===== config.mk =====
export PLATFORM = sky130hd
export DESIGN_NAME = scaler_vout_rchn_flat
export DESIGN_NICKNAME = d
export VERILOG_FILES = /design/src/rtl/scaler_vout_rchn_if.sv /design/src/rtl/scaler_vout_rchn.sv /design/src/flat_wrapper.sv
export SDC_FILE = /design/constraint.sdc
export NUM_CORES = 1
export LEC_CHECK = 0
export CAP_MARGIN = 20
export CORE_UTILIZATION = 55
export CTS_CLUSTER_SIZE = 8
export DETAILED_ROUTE_END_ITERATION = 8
export GPL_ROUTABILITY_DRIVEN = 0
export MAX_ROUTING_LAYER = met4
export PLACE_DENSITY = 0.78
export SLEW_MARGIN = 40
export SYNTH_ARGS = -nofsm -noshare
export SYNTH_HDL_FRONTEND = slang
export SYNTH_SLANG_ARGS = --single-unit

===== constraint.sdc =====
create_clock -name core_clk -period 3.4 [get_ports core_clk]
set_input_delay 0.68 -clock core_clk [delete_from_list [all_inputs] [get_ports core_clk]]
set_output_delay 0.68 -clock core_clk [all_outputs]
set_load 0.02 [all_outputs]

===== src/rtl/scaler_vout_rchn_if.sv =====
// AXI4-Stream pixel channel between the line-buffer read side and the video output.
interface scaler_vout_rchn_if #(
  parameter int unsigned DW = 8
) ();
  logic          tvalid;
  logic          tready;
  logic [DW-1:0] tdata;
  logic          tlast;

  modport master (output tvalid, output tdata, output tlast, input tready);
  modport slave  (input tvalid, input tdata, input tlast, output tready);
endinterface


===== src/rtl/scaler_vout_rchn.sv =====
// Read channel of the scaler output ping-pong line buffer: counts filled buffers,
// drains them PING/PONG in turn through a credit-checked read pipeline into a skid
// FIFO, and streams each line out as AXI4-Stream with tlast.
module scaler_vout_rchn #(
  parameter int unsigned BRAM_ADDR_BITWIDTH = 11,
  parameter int unsigned BRAM_DATA_BITWIDTH = 8,
  parameter int unsigned BRAM_RD_LATENCY    = 2,
  parameter int unsigned FIFO_DEPTH         = 8
) (
  input  logic                          core_clk,
  input  logic                          core_rst,
  input  logic                          core_start,
  input  logic [BRAM_ADDR_BITWIDTH:0]   cfg_hsize,
  input  logic                          wdone,
  output logic                          wfull,
  output logic [1:0]                    enb,
  output logic [BRAM_ADDR_BITWIDTH-1:0] addrb,
  input  logic [BRAM_DATA_BITWIDTH-1:0] doutb_ping,
  input  logic [BRAM_DATA_BITWIDTH-1:0] doutb_pong,
  scaler_vout_rchn_if.master            m_axis
);
  localparam int unsigned AW  = BRAM_ADDR_BITWIDTH;
  localparam int unsigned DW  = BRAM_DATA_BITWIDTH;
  localparam int unsigned LAT = BRAM_RD_LATENCY;
  localparam int unsigned PW  = $clog2(FIFO_DEPTH);
  localparam logic [PW+1:0] DEPTH_C = (PW+2)'(FIFO_DEPTH);
  localparam logic [AW:0]   ONE_C   = {{AW{1'b0}}, 1'b1};

  typedef enum logic [2:0] {ST_IDLE, ST_WAIT, ST_READ, ST_DRAIN, ST_REL} state_t;

  state_t          state_q, state_d;
  logic [1:0]      fill_q, fill_d;
  logic            wfull_q;
  logic            rsw_q, rsw_d;
  logic [AW:0]     len_q, len_d, addr_q, addr_d, last_addr;
  logic            issue, rel;

  logic [LAT-1:0]  pvld_q, psel_q, plast_q;
  logic [PW:0]     in_flight;

  logic [DW:0]     mem_q [FIFO_DEPTH];
  logic [PW:0]     wr_q, rd_q, used;
  logic [PW+1:0]   occ;
  logic            empty, push, pop;
  logic [DW:0]     push_word, head;

  assign last_addr = len_q - ONE_C;
  assign used      = wr_q - rd_q;
  assign empty     = (used == '0);
  assign occ       = {1'b0, used} + {1'b0, in_flight};
  assign push      = pvld_q[LAT-1];
  assign pop       = !empty && m_axis.tready;
  assign push_word = {plast_q[LAT-1], psel_q[LAT-1] ? doutb_pong : doutb_ping};
  assign head      = mem_q[rd_q[PW-1:0]];

  assign wfull         = wfull_q;
  assign enb           = issue ? (rsw_q ? 2'b10 : 2'b01) : 2'b00;
  assign addrb         = issue ? addr_q[AW-1:0] : '0;
  assign m_axis.tvalid = !empty;
  assign m_axis.tdata  = empty ? '0 : head[DW-1:0];
  assign m_axis.tlast  = !empty && head[DW];

  // Reads still travelling through the BRAM latency pipeline.
  always_comb begin
    in_flight = '0;
    for (int unsigned i = 0; i < LAT; i++) in_flight = in_flight + (PW+1)'(pvld_q[i]);
  end

  // Line-drain sequencer: next state, read issue and buffer release.
  always_comb begin
    state_d = state_q;
    len_d   = len_q;
    addr_d  = addr_q;
    rsw_d   = rsw_q;
    issue   = 1'b0;
    rel     = 1'b0;
    case (state_q)
      ST_IDLE:  if (core_start) state_d = ST_WAIT;
      ST_WAIT: begin
        if (fill_q != 2'd0) begin
          len_d   = cfg_hsize;
          addr_d  = '0;
          state_d = (cfg_hsize == '0) ? ST_REL : ST_READ;
        end
      end
      ST_READ: begin
        // Credit covers FIFO occupancy plus reads not yet landed, so no push can overflow.
        if (occ < DEPTH_C) begin
          issue  = 1'b1;
          addr_d = addr_q + ONE_C;
          if (addr_q == last_addr) state_d = ST_DRAIN;
        end
      end
      ST_DRAIN: if (in_flight == '0) state_d = ST_REL;
      ST_REL: begin
        rel     = 1'b1;
        rsw_d   = !rsw_q;
        state_d = ST_WAIT;
      end
      default:  state_d = ST_IDLE;
    endcase
  end

  // Filled-buffer count: writer increments, release decrements, saturating at 2.
  always_comb begin
    fill_d = fill_q;
    case ({wdone, rel})
      2'b10:   fill_d = (fill_q == 2'd2) ? fill_q : fill_q + 2'd1;
      2'b01:   fill_d = fill_q - 2'd1;
      default: fill_d = fill_q;
    endcase
  end

  // Control state, buffer count, availability flag and line counters.
  always_ff @(posedge core_clk) begin
    if (core_rst) begin
      state_q <= ST_IDLE;
      fill_q  <= 2'd0;
      wfull_q <= 1'b1;
      rsw_q   <= 1'b0;
      len_q   <= '0;
      addr_q  <= '0;
    end else begin
      state_q <= state_d;
      fill_q  <= fill_d;
      wfull_q <= (fill_q != 2'd2);
      rsw_q   <= rsw_d;
      len_q   <= len_d;
      addr_q  <= addr_d;
    end
  end

  // BRAM latency pipeline carrying valid, buffer select and end-of-line.
  always_ff @(posedge core_clk) begin
    if (core_rst) begin
      pvld_q  <= '0;
      psel_q  <= '0;
      plast_q <= '0;
    end else begin
      pvld_q[0]  <= issue;
      psel_q[0]  <= rsw_q;
      plast_q[0] <= (addr_q == last_addr);
      for (int unsigned i = 1; i < LAT; i++) begin
        pvld_q[i]  <= pvld_q[i-1];
        psel_q[i]  <= psel_q[i-1];
        plast_q[i] <= plast_q[i-1];
      end
    end
  end

  // Skid FIFO pointers; reset discards any queued pixels.
  always_ff @(posedge core_clk) begin
    if (core_rst) begin
      wr_q <= '0;
      rd_q <= '0;
    end else begin
      if (push) wr_q <= wr_q + (PW+1)'(1);
      if (pop)  rd_q <= rd_q + (PW+1)'(1);
    end
  end

  // Skid FIFO storage.
  always_ff @(posedge core_clk) begin
    if (push) mem_q[wr_q[PW-1:0]] <= push_word;
  end
endmodule


===== src/flat_wrapper.sv =====
// flat-port wrapper written by rule: the top's interface ports become plain ports
module scaler_vout_rchn_flat 
#(
  parameter int unsigned BRAM_ADDR_BITWIDTH = 11,
  parameter int unsigned BRAM_DATA_BITWIDTH = 8,
  parameter int unsigned BRAM_RD_LATENCY    = 2,
  parameter int unsigned FIFO_DEPTH         = 8
)
  (core_clk, core_rst, core_start, cfg_hsize, wdone, wfull, enb, addrb, doutb_ping, doutb_pong, m_axis_tvalid, m_axis_tdata, m_axis_tlast, m_axis_tready);
  scaler_vout_rchn_if #(.DW(8)) m_axis_i ();
  input  logic core_clk;
  input  logic core_rst;
  input  logic core_start;
  input  logic [BRAM_ADDR_BITWIDTH:0] cfg_hsize;
  input  logic wdone;
  output logic wfull;
  output logic [1:0] enb;
  output logic [BRAM_ADDR_BITWIDTH-1:0] addrb;
  input  logic [BRAM_DATA_BITWIDTH-1:0] doutb_ping;
  input  logic [BRAM_DATA_BITWIDTH-1:0] doutb_pong;
  output wire logic [$bits(m_axis_i.tvalid)-1:0] m_axis_tvalid;
  output wire logic [$bits(m_axis_i.tdata)-1:0] m_axis_tdata;
  output wire logic [$bits(m_axis_i.tlast)-1:0] m_axis_tlast;
  input wire logic [$bits(m_axis_i.tready)-1:0] m_axis_tready;
  assign m_axis_tvalid = m_axis_i.tvalid;
  assign m_axis_tdata = m_axis_i.tdata;
  assign m_axis_tlast = m_axis_i.tlast;
  assign m_axis_i.tready = m_axis_tready;
  scaler_vout_rchn #(.BRAM_ADDR_BITWIDTH(BRAM_ADDR_BITWIDTH), .BRAM_DATA_BITWIDTH(BRAM_DATA_BITWIDTH), .BRAM_RD_LATENCY(BRAM_RD_LATENCY), .FIFO_DEPTH(FIFO_DEPTH)) u_core (.core_clk(core_clk), .core_rst(core_rst), .core_start(core_start), .cfg_hsize(cfg_hsize), .wdone(wdone), .wfull(wfull), .enb(enb), .addrb(addrb), .doutb_ping(doutb_ping), .doutb_pong(doutb_pong), .m_axis(m_axis_i));
endmodule

=== Word-level counts from Yosys, hierarchy flattened ===
Memory sizes are Yosys's and may differ from the RTL's. A register that Yosys moved wholly into a read port is not among the register bits.
Cells that the tools add are included.
Widths: inputs -> output; s select.

* Muxes and demuxes: 24
* Add/sub/neg operators: 9
* Equality and inequality tests: 15
* Reductions and logical operators: 15
* Order comparisons: 1

{| class="wikitable"
|+ Operator list
! kind !! count
|-
| $mux 12 || 2
|-
| $mux 3 || 8
|-
| $pmux 12 s2 || 1
|-
| $mux 8 || 2
|-
| $pmux 3 s5 || 1
|-
| $add 12x1->12 const B || 1
|-
| $eq 12x12->1 || 1
|-
| $logic_not 12->1 || 1
|-
| $sub 12x1->12 const B || 1
|-
| $mux 11 || 1
|-
| $add 4x1->4 const B || 2
|-
| $logic_not 4->1 || 2
|-
| $ne 2x1->1 const B || 4
|-
| $eq 3x2->1 const B || 2
|-
| $mux 2 || 3
|-
| $ne 2x2->1 const B || 3
|-
| $reduce_bool 2->1 || 3
|-
| $add 4x2->5 || 1
|-
| $lt 5x4->1 const B || 1
|-
| $mux 1 || 5
|-
| $reduce_and 5->1 || 1
|-
| $eq 2x2->1 const B || 2
|-
| $pmux 2 s2 || 1
|-
| $reduce_and 2->1 || 2
|-
| 11 further kinds || 13
|}

* Word-level logic and storage cells: 76
* Memory bits (writable): 72
* Bits of input ports: 33
* Register bits: 45
* Memories kept: 1

{| class="wikitable"
|+ Memory list
! memory !! depth !! width !! rd ports !! clocked after Yosys merged registers in !! wr ports !! line !! source
|-
| u_core.mem_q || 8 || 9 || 1 || 1 || 1 || scaler_vout_rchn.sv:41 || <nowiki>logic [DW:0] mem_q [FIFO_DEPTH];</nowiki>
|}

=== Depth between registers and ports, before layout ===
Gate-level depths: netlist of run 1.

* Depth in word-level cells: 6
* Mapped depth: 11
* Gate-level depth less buffers: 10

=== Least setup slack after synthesis of run 1 ===
Ideal clock, no wire load.

* Path type: flip-flop to output port
* Start: reg u_core.wr_q[0]
* End: out addrb[0]
* Buffers on the path: 1
* Cell stages (with the launch flop): 11
* Setup slack: 0.359 ns
* Arrival time: 2.361 ns
* Data required time: 2.720 ns
* Cells stage by stage: dfxtp_1 inv_1 ha_1 fa_1 inv_1 ha_1 a31oi_1 nor2_1 nor4_2 clkbuf_1 and2_1

* Cells in the longest elaborated chain, start to end: 6

{| class="wikitable"
|+ RTL lines
! element !! line !! source
|-
| start: declaration || scaler_vout_rchn.sv:42 || <nowiki>logic [PW:0] wr_q, rd_q, used;</nowiki>
|-
| start signal: assignment || scaler_vout_rchn.sv:157 || <nowiki>if (push) wr_q <= wr_q + (PW+1)'(1);</nowiki>
|-
| $sub 4x4->4 || scaler_vout_rchn.sv:48 || <nowiki>assign used = wr_q - rd_q;</nowiki>
|-
| $add 4x2->5 || scaler_vout_rchn.sv:50 || <nowiki>assign occ = {1'b0, used} + {1'b0, in_flight};</nowiki>
|-
| $lt 5x4->1 || scaler_vout_rchn.sv:88 || <nowiki>if (occ < DEPTH_C) begin</nowiki>
|-
| $mux 1 || scaler_vout_rchn.sv:88 ||
|-
| $mux 1 || scaler_vout_rchn.sv:77 || <nowiki>case (state_q)</nowiki>
|-
| $mux 11 || scaler_vout_rchn.sv:58 || <nowiki>assign addrb = issue ? addr_q[AW-1:0] : '0;</nowiki>
|-
| end: declaration || flat_wrapper.sv:18 || <nowiki>output logic [BRAM_ADDR_BITWIDTH-1:0] addrb;</nowiki>
|}

No other way between the ends.

=== Worst setup path in the final report of run 1 ===
Ends and elaborated chain as after synthesis.

==> results of run 1 <==
synth_stat cells, drive strengths merged (4+ instances only):
cell type and instances:
a21oi 6, and2 14, and3 4, buf 11
clkbuf 7, dfxtp 48, edfxtp 72, ha 10
inv 15, mux2 10, mux2i 32, mux4 18
nand2 32, nand2b 5, nand3 5, nand4 7
nor2 51, nor2b 8, nor3 13, nor4 13
o21ai 7, o31ai 4, or3 12, xnor2 11
xor2 8
repair_timing:
action,in CTS,in global routing
setup buffers,4,2
pin swaps,6,4
gates cloned,1,0
setup endpoints to repair,23,23
resized for setup,104,14
endpoints found under the hold margin,0,0
metrics by stage:
stage / hold WS [ns] / power, mW / util (%) / area [sq um] / setup WS [ns]
global route: 0.466 / 5.23 / 72.4 / 7140 / -0.182
CTS: 0.451 / 4.98 / 71.7 / 7080 / -0.242
floorplan: 0.413 / 2.69 / - / 5640 / 0.359
global placement: 0.426 / 3.15 / 64.7 / 6380 / -0.00733
finish: 0.447 / 4.99 / 72.4 / 7140 / -0.0520
detailed placement: 0.432 / 3.21 / 64.9 / 6400 / -0.0946
cells by family (layout without fill, tap and decap cells):
family | count (synthesis) | after routing
buffers and inverters | 34 | 121
adder cells (fa/ha/maj) | 11 | 11
flip-flops | 120 | 120
AO/OA/AOI/OAI | 36 | 36
multiplexers | 60 | 60
XOR/XNOR | 19 | 19
AND/OR/NAND/NOR | 176 | 176
registers in the layout, summed over array words and instances, names as in the netlist, named ones only:
signal	flops
u_core.plast_q	2
u_core.fill_q	2
u_core.psel_q	2
u_core.mem_q	72
u_core.wr_q	4
u_core.rsw_q	1
u_core.wfull	1
u_core.rd_q	4
u_core.state_q	3
u_core.len_q	12
u_core.pvld_q	2
u_core.addr_q	12
worst paths after layout:
path	startpoint	endpoint	depth (start not counted)
worst min-delay path	u_core.plast_q[0]	u_core.plast_q[1]	1
worst max-delay path	u_core.wr_q[0]	addrb[0]	11
worst min register to register	u_core.plast_q[0]	u_core.plast_q[1]	1
worst max register to register	u_core.wr_q[0]	u_core.addr_q[3]	11
routing by layer:
layer,up-vias,routed length [um]
li1,1847,-
met1,1963,5640
met2,122,6540
met3,20,570
met4,0,238
met5,-,0
power breakdown:
part	switching (mW)	leakage [nW]	internal, mW	total, mW
sequential	0.0864	1.02	1.60	1.69
clock	0.666	0.278	1.12	1.79
combinational	0.848	1.17	0.663	1.51
layout make-up:
class / count / area [sq um]
repair buffers: 73 / 692
well taps: 133 / 166
inverters: 16 / 60.1
fillers: 645 / 2730
multi-input cells: 302 / 2500
clock buffers: 18 / 418
flip-flops and latches: 120 / 3130
clock inverters: 14 / 174
==> metrics.yaml, run 1 <==
layout:
  layout-drive-gt1-share_pct: 24.9
  final_cell_mix: "edfxtp_1, dfxtp_1, nor2_1"
  nets: 574
  final_common_cell: "edfxtp_1"
  fin_cells: 676
  diodes: 0
  area_growth_pct: 26.7
yosys:
  synth_top_family_by_area: "simple AND/OR/NAND/NOR gates"
  synth_area_per_cell_sq_um: 12.4
  synth_cells: 456
  synthXorXnorAreaFrac_pct: 3.09
  synth_edf_count: 72
  ys.flop_type: "edfxtp_1"
  netlist_area_sq_mm: 0.00564
  synth_area_leaders: "edfxtp_1, dfxtp_1, mux4_2"
  yosysTopAreaCell: "edfxtp_1"
  synth-warning-count: 0
  ys_seq_area_share_pct: 55.4
  syn-num-nets: 500
  ys_seq_elements: 120
  ys_types: 59
  synth_fa_ha_area_share_pct: 2.57
  yosysTopAreaCellShare_pct: 38.4
  synthArstFlopShare_pct: 0
  synth_mux_area_share_pct: 14.9
  synthSimpleGateAreaFrac_pct: 17.0
  synth-compound-area-share_pct: 4.55
cts:
  clk_pin_slew_ns: 0.06
  clk_latency_ns: 0.51
  max-clock-path-buffers: 2
  htreeDepth: 4
  cts_tree: "built"
  cts_hold_buf: 0
  cts.sinks: 120
  root_buffer: "clkbuf_8"
  tritoncts.num_buffers: 17
hold_path:
  hold_class: "flop to flop"
global_route:
  grt_pass1_vias: 3982
  grtUsageTotal_pct: 27.2
  overflow: 0
  met1_usage_pct: 34.7
  grtUsageMet2_pct: 42.8
  use_met3_pct: 6.32
  grt_max_degree: 20
  grt_pass1_wl_um: 20300
  grt_antenna_before_repair: 0
  busiest_layer: "met2"
worst_setup_path:
  worstSetupPathType: "flop to output port"
  r2r_slack_ns: 0.47
  worst-path-buf-inv: 4
  worstPathArrival_ns: 2.77
  slowest_stage: "fa_1"
  slowest_delay_ns: 0.50
  crit_path_start_kind: "flop"
  critPathMaxFanout: 5
  path_cells: "inv_2 > ha_4 > fa_1 > inv_1 > ha_1 > a31oi_2 > nor2_2 > nor4_4 > buf_4 > and2_4 > buf_6"
  worstPathRequired_ns: 2.72
  crit_family: "adder cells"
  cp-end-kind: "output port"
detailed_routing:
  postRouteAntennaNets: 0
  wire_per_inst_um: 19.2
  wirelength_um: 13000
  viasPerCell: 5.85
  drc_errors: 0
  detail_route.first_pass.iterations: 5
  vias: 3952
  drtIter0Drc: 213
sta:
  relSlewSlack_pct: 51.0
  max_clock_freq_ghz: 0.290
  tightest_slew_ns: 0.735
  skew_ns: 0.00812
  min_period_over_period_pct: 102
  post-route-min-period_ns: 3.45
  hold_violations: 0
  fin_setup_tns_ns: -0.298
  setup_viol: 12
  drv_slew: 0
  fin_ws_ns: -0.0520
  rsz0062_at_grt: "true"
floorplanning:
  core_sq_mm: 0.00986
  start_util_pct: 57.1
  dieArea_sq_mm: 0.0107
  ios: 57
  rows: 36
  die_h_um: 103
  die_w_um: 103
status:
  violations: "negative setup slack"
  status: "finished with violations"
power:
  ir_drop_mv: 0.547
  p_leak_nw: 2.47
  power_per_cell_area_mw_per_mm2: 699
placement:
  dp_cells: 639
  hpwl_um: 8370
  port-buffer-count: 56
run:
  maxCapViolCount: 0
(Power assumes the default switching activity.)
==> run 2: changes to the inputs <==
--- a/config.mk
+++ b/config.mk
@@ -12,6 +12,7 @@
 export GPL_ROUTABILITY_DRIVEN = 0
 export MAX_ROUTING_LAYER = met4
 export PLACE_DENSITY = 0.78
+export REMOVE_ABC_BUFFERS = 1
 export SLEW_MARGIN = 40
 export SYNTH_ARGS = -nofsm -noshare
 export SYNTH_HDL_FRONTEND = slang
==> metrics.yaml, run 2 (synthesized netlist as in run 1, its figures left out) <==
floorplanning:
  die_w_um: 103
  dieArea_sq_mm: 0.0107
  start_util_pct: 57.1
  rows: 36
  ios: 57
  core_sq_mm: 0.00986
  die_h_um: 103
global_route:
  overflow: 0
  grt_pass1_vias: 3996
  grt_max_degree: 36
  grt_antenna_before_repair: 0
  grtUsageTotal_pct: 26.2
  grt_pass1_wl_um: 19700
sta:
  rsz0062_at_grt: "true"
  max_clock_freq_ghz: 0.290
  post-route-min-period_ns: 3.45
  relSlewSlack_pct: 52.7
  setup_viol: 13
  hold_violations: 0
  fin_setup_tns_ns: -0.437
  tightest_slew_ns: 0.707
  hold_slack_ns: 0.448
  min_period_over_period_pct: 102
  skew_ns: 0.00994
  drv_slew: 0
  fin_ws_ns: -0.0537
detailed_routing:
  wire_per_inst_um: 18.2
  vias: 3923
  detail_route.first_pass.iterations: 4
  postRouteAntennaNets: 0
  drtIter0Drc: 199
  viasPerCell: 5.80
  wirelength_um: 12300
  drc_errors: 0
cts:
  clk_pin_slew_ns: 0.06
  cts.sinks: 120
  htreeDepth: 4
  cts_tree: "built"
  max-clock-path-buffers: 2
  tritoncts.num_buffers: 17
  clk_latency_ns: 0.52
  root_buffer: "clkbuf_8"
run:
  maxCapViolCount: 0
hold_path:
  hold_class: "flop to flop"
layout:
  area_growth_pct: 25.5
  layout-drive-gt1-share_pct: 24.7
  diodes: 0
  nets: 574
  fin_cells: 676
  final_cell_mix: "edfxtp_1, dfxtp_1, nor2_1"
  final_cell_area_sq_mm: 0.00707
  largest_reg_flops: 72
  final_common_cell: "edfxtp_1"
  fin_util_pct: 71.7
worst_setup_path:
  path_cells: "inv_2 > ha_4 > fa_1 > inv_1 > ha_1 > a31oi_1 > nor2_1 > nor4_2 > buf_4 > and2_1 > buf_6"
  path_depth: 11
  crit_path_end: "addrb[5]"
  rr_worst_depth: 11
  critPathMaxFanout: 9
  r2r_slack_ns: 0.43
  crit_path_start_kind: "flop"
  worst-path-buf-inv: 4
  crit_family: "adder cells"
  worstPathRequired_ns: 2.72
  worstPathArrival_ns: 2.77
  r2r_start: "u_core.wr_q[0]"
  worstSetupPathType: "flop to output port"
  slowest_stage: "fa_1"
  crit_path_start: "u_core.wr_q[0]"
  cp-end-kind: "output port"
  slowest_delay_ns: 0.50
  rr_endpoint: "u_core.addr_q[11]"
status:
  violations: "negative setup slack"
  status: "finished with violations"
placement:
  port-buffer-count: 56
  hpwl_um: 7970
  place_area_sq_mm: 0.00642
  dp_cells: 638
  pre_cts_ws_ns: -0.0280
power:
  power.total_mw: 4.89
  ir_drop_mv: 0.336
  power_per_cell_area_mw_per_mm2: 691
  p_leak_nw: 2.45
-- run 2: where the power goes --
group / total (mW) / switching (mW) / internal, mW
clock: 1.73 / 0.672 / 1.06
sequential: 1.68 / 0.0809 / 1.60
combinational: 1.47 / 0.833 / 0.635
total: 4.89 / 1.59 / 3.30
-- run 2: how the worst min path moves through the flow --
stage | startpoint | to | slack, ns | cells after the start
3_3_place_gp | u_core.plast_q[0] | u_core.plast_q[1] | 0.42 | 1
2_1_floorplan | u_core.fill_q[1] | u_core.wfull | 0.41 | 1
5_1_grt | u_core.plast_q[0] | u_core.plast_q[1] | 0.46 | 1
4_1_cts | u_core.plast_q[0] | u_core.plast_q[1] | 0.45 | 1
6_report | u_core.plast_q[0] | u_core.plast_q[1] | 0.45 | 1
3_5_place_dp | u_core.plast_q[0] | u_core.plast_q[1] | 0.44 | 1
-- run 2: worst register-to-register path, delay by kind of cell (launching register included) --
kind / cells / cell delay, ns
muxes: 1 / 0.24
DFF: 1 / 0.34
buffers and inverters: 3 / 0.24
adders and majority gates: 3 / 0.94
and+or+nand+nor: 2 / 0.57
AOI/OAI and AO/OA: 2 / 0.57
-- run 2: metal layers --
| layer | vias to the layer above | GRT usage [%] | wire (um) |
|---|---|---|---|
| li1 | 1846 | - | - |
| met1 | 1944 | 29.8 | 5090 |
| met2 | 111 | 44.6 | 6370 |
| met3 | 22 | 5.78 | 619 |
| met4 | 0 | 11.5 | 246 |
| met5 | - | - | 0 |
-- run 2: final cells by class --
| class | instances | area, sq um |
|---|---|---|
| clock buffers | 18 | 418 |
| clock inverters | 14 | 163 |
| fillers | 653 | 2790 |
| inverters | 16 | 60.1 |
| multi-input cells | 302 | 2470 |
| flip-flops and latches | 120 | 3120 |
| well taps | 133 | 166 |
| repair buffers | 73 | 677 |
-- run 2: timing repair --
| action | CTS | global route |
|---|---|---|
| hold buffers | 0 | 0 |
| pin swaps | 1 | 0 |
| gates resized for setup | 100 | 21 |
| setup buffers | 4 | 2 |
| endpoints found under the setup margin | 23 | 23 |
| gates cloned | 0 | 0 |
==> run 3: changes to the inputs <==
--- a/config.mk
+++ b/config.mk
@@ -6,6 +6,7 @@
 export NUM_CORES = 1
 export LEC_CHECK = 0
 export CAP_MARGIN = 20
+export CORE_MARGIN = 5
 export CORE_UTILIZATION = 55
 export CTS_CLUSTER_SIZE = 8
 export DETAILED_ROUTE_END_ITERATION = 8
==> constraint.sdc (replaced) <==
create_clock -name core_clk -period 3.4 [get_ports core_clk]
set_input_delay 0.68 -clock core_clk [delete_from_list [all_inputs] [get_ports core_clk]]
set_output_delay 0.68 -clock core_clk [all_outputs]
set_load 0.01 [all_outputs]
==> metrics.yaml, run 3 (synthesized netlist as in run 1, its figures left out) <==
detailed_routing:
  postRouteAntennaNets: 0
  wire_per_inst_um: 19.8
  wirelength_um: 13800
  viasPerCell: 5.93
  drtIter0Drc: 298
  drc_errors: 0
  detail_route.first_pass.iterations: 4
  vias: 4117
sta:
  post-route-min-period_ns: 3.57
  fin_ws_ns: -0.168
  max_clock_freq_ghz: 0.280
  min_period_over_period_pct: 105
  hold_slack_ns: 0.448
  drv_slew: 0
  fin_setup_tns_ns: -1.50
  hold_violations: 0
  setup_viol: 13
  skew_ns: 0.00862
  rsz0062_at_grt: "true"
  relSlewSlack_pct: 53.7
  tightest_slew_ns: 0.692
cts:
  cts.sinks: 120
  root_buffer: "clkbuf_8"
  tritoncts.num_buffers: 17
  cts_hold_buf: 0
  clk_pin_slew_ns: 0.06
  max-clock-path-buffers: 2
  clk_latency_ns: 0.51
  htreeDepth: 4
  cts_tree: "built"
worst_setup_path:
  worstPathArrival_ns: 2.89
  worstPathRequired_ns: 2.72
  r2r_slack_ns: 0.32
  cp-end-kind: "output port"
  r2r_start: "u_core.wr_q[0]"
  cp_common_cell: "buf_6"
  crit_path_start_kind: "flop"
  critPathMaxFanout: 3
  worstSetupPathType: "flop to output port"
  rr_endpoint: "u_core.addr_q[4]"
  path_cells: "inv_2 > ha_4 > fa_1 > inv_2 > ha_4 > a31oi_4 > nor2_4 > nor4_4 > buf_4 > buf_6 > buf_6 > nor2b_4 > buf_6"
  worst-path-buf-inv: 6
  slowest_delay_ns: 0.55
  crit_family: "adder cells"
  rr_worst_depth: 12
  slowest_stage: "fa_1"
status:
  status: "finished with violations"
  violations: "negative setup slack"
hold_path:
  hold_depth: 1
  hold_class: "flop to flop"
  hold_path_end: "u_core.psel_q[1]"
  hold_start: "u_core.psel_q[0]"
placement:
  pre_cts_ws_ns: 0.00605
  hpwl_um: 8210
  port-buffer-count: 56
layout:
  largest_reg_flops: 72
  fillers: 620
  final_cell_mix: "edfxtp_1, dfxtp_1, nor2_1"
  layout-drive-gt1-share_pct: 27.6
  diodes: 0
  nets: 589
  area_growth_pct: 31.6
  fin_util_pct: 73.2
  final_common_cell: "edfxtp_1"
floorplanning:
  start_util_pct: 55.6
  die_h_um: 111
  core_sq_mm: 0.0101
  rows: 37
  die_w_um: 111
  ios: 57
  dieArea_sq_mm: 0.0124
global_route:
  grtUsageTotal_pct: 22.1
  grt_pass1_wl_um: 21000
  overflow: 0
  grt_pass1_vias: 4071
  grt_antenna_before_repair: 0
  grt_max_degree: 20
power:
  power_per_cell_area_mw_per_mm2: 711
  p_leak_nw: 2.68
  ir_drop_mv: 0.469
run:
  maxCapViolCount: 0
## run 3: through the flow
step / instance area (sq um) / total power [mW] / cells
finish: 7420 / 5.28 / 694
global route: 7420 / 5.51 / 694
CTS: 7210 / 5.17 / 686
detailed placement: 6420 / 3.13 / 642
global placement: 6400 / 3.10 / 642
floorplan: 5550 / 2.56 / 438
## run 3: layout make-up
class	instances	area, sq um	area share [%]
clock inverter	15	214	2.88
timing repair buffer	88	883	11.9
inverter	16	60.1	0.810
multi-input combinational	302	2550	34.4
tap	136	170	2.29
sequential	120	3130	42.1
clock buffer	17	414	5.58
## run 3: what timing repair did
action,CTS,global route
gates resized for setup,85,33
setup buffers,11,10
pin swaps,5,7
gates cloned,1,0
endpoints found under the setup margin,23,23
## run 3: how the worst max path moves through the flow
stage | startpoint | to | slack, ns | cells after the start
6_report | u_core.wr_q[0] | enb[0] | -0.17 | 13
5_1_grt | u_core.wr_q[0] | enb[0] | -0.26 | 13
4_1_cts | u_core.wr_q[0] | addrb[8] | -0.30 | 13
3_5_place_dp | u_core.wr_q[0] | addrb[4] | 0.006 | 11
3_3_place_gp | u_core.wr_q[0] | addrb[5] | 0.07 | 11
2_1_floorplan | u_core.wr_q[0] | enb[0] | 0.35 | 9
## run 3: routing by layer
layer  track usage [%]  up-vias  share of wire, %
li1                  -     1886                 -
met5                 -        -                 0
met3              5.08       42               4.9
met1              26.6     2013                41
met4              8.35        0               3.2
met2              36.4      176                51
## run 3: worst register-to-register path: stages, from the launching register on
cell,delay (ns)
dfxtp_2,0.33
inv_2,0.05
ha_4,0.16
fa_1,0.55
inv_2,0.06
ha_4,0.22
a31oi_4,0.15
nor2_4,0.06
buf_4,0.13
buf_4,0.13
o31a_1,0.46
or4_1,0.55
a21oi_1,0.15
## run 3: report_power, final
part	internal (mW)	switching (mW)
Combinational	0.837	0.832
Sequential	1.60	0.106
Clock	1.21	0.689
Total	3.65	1.63
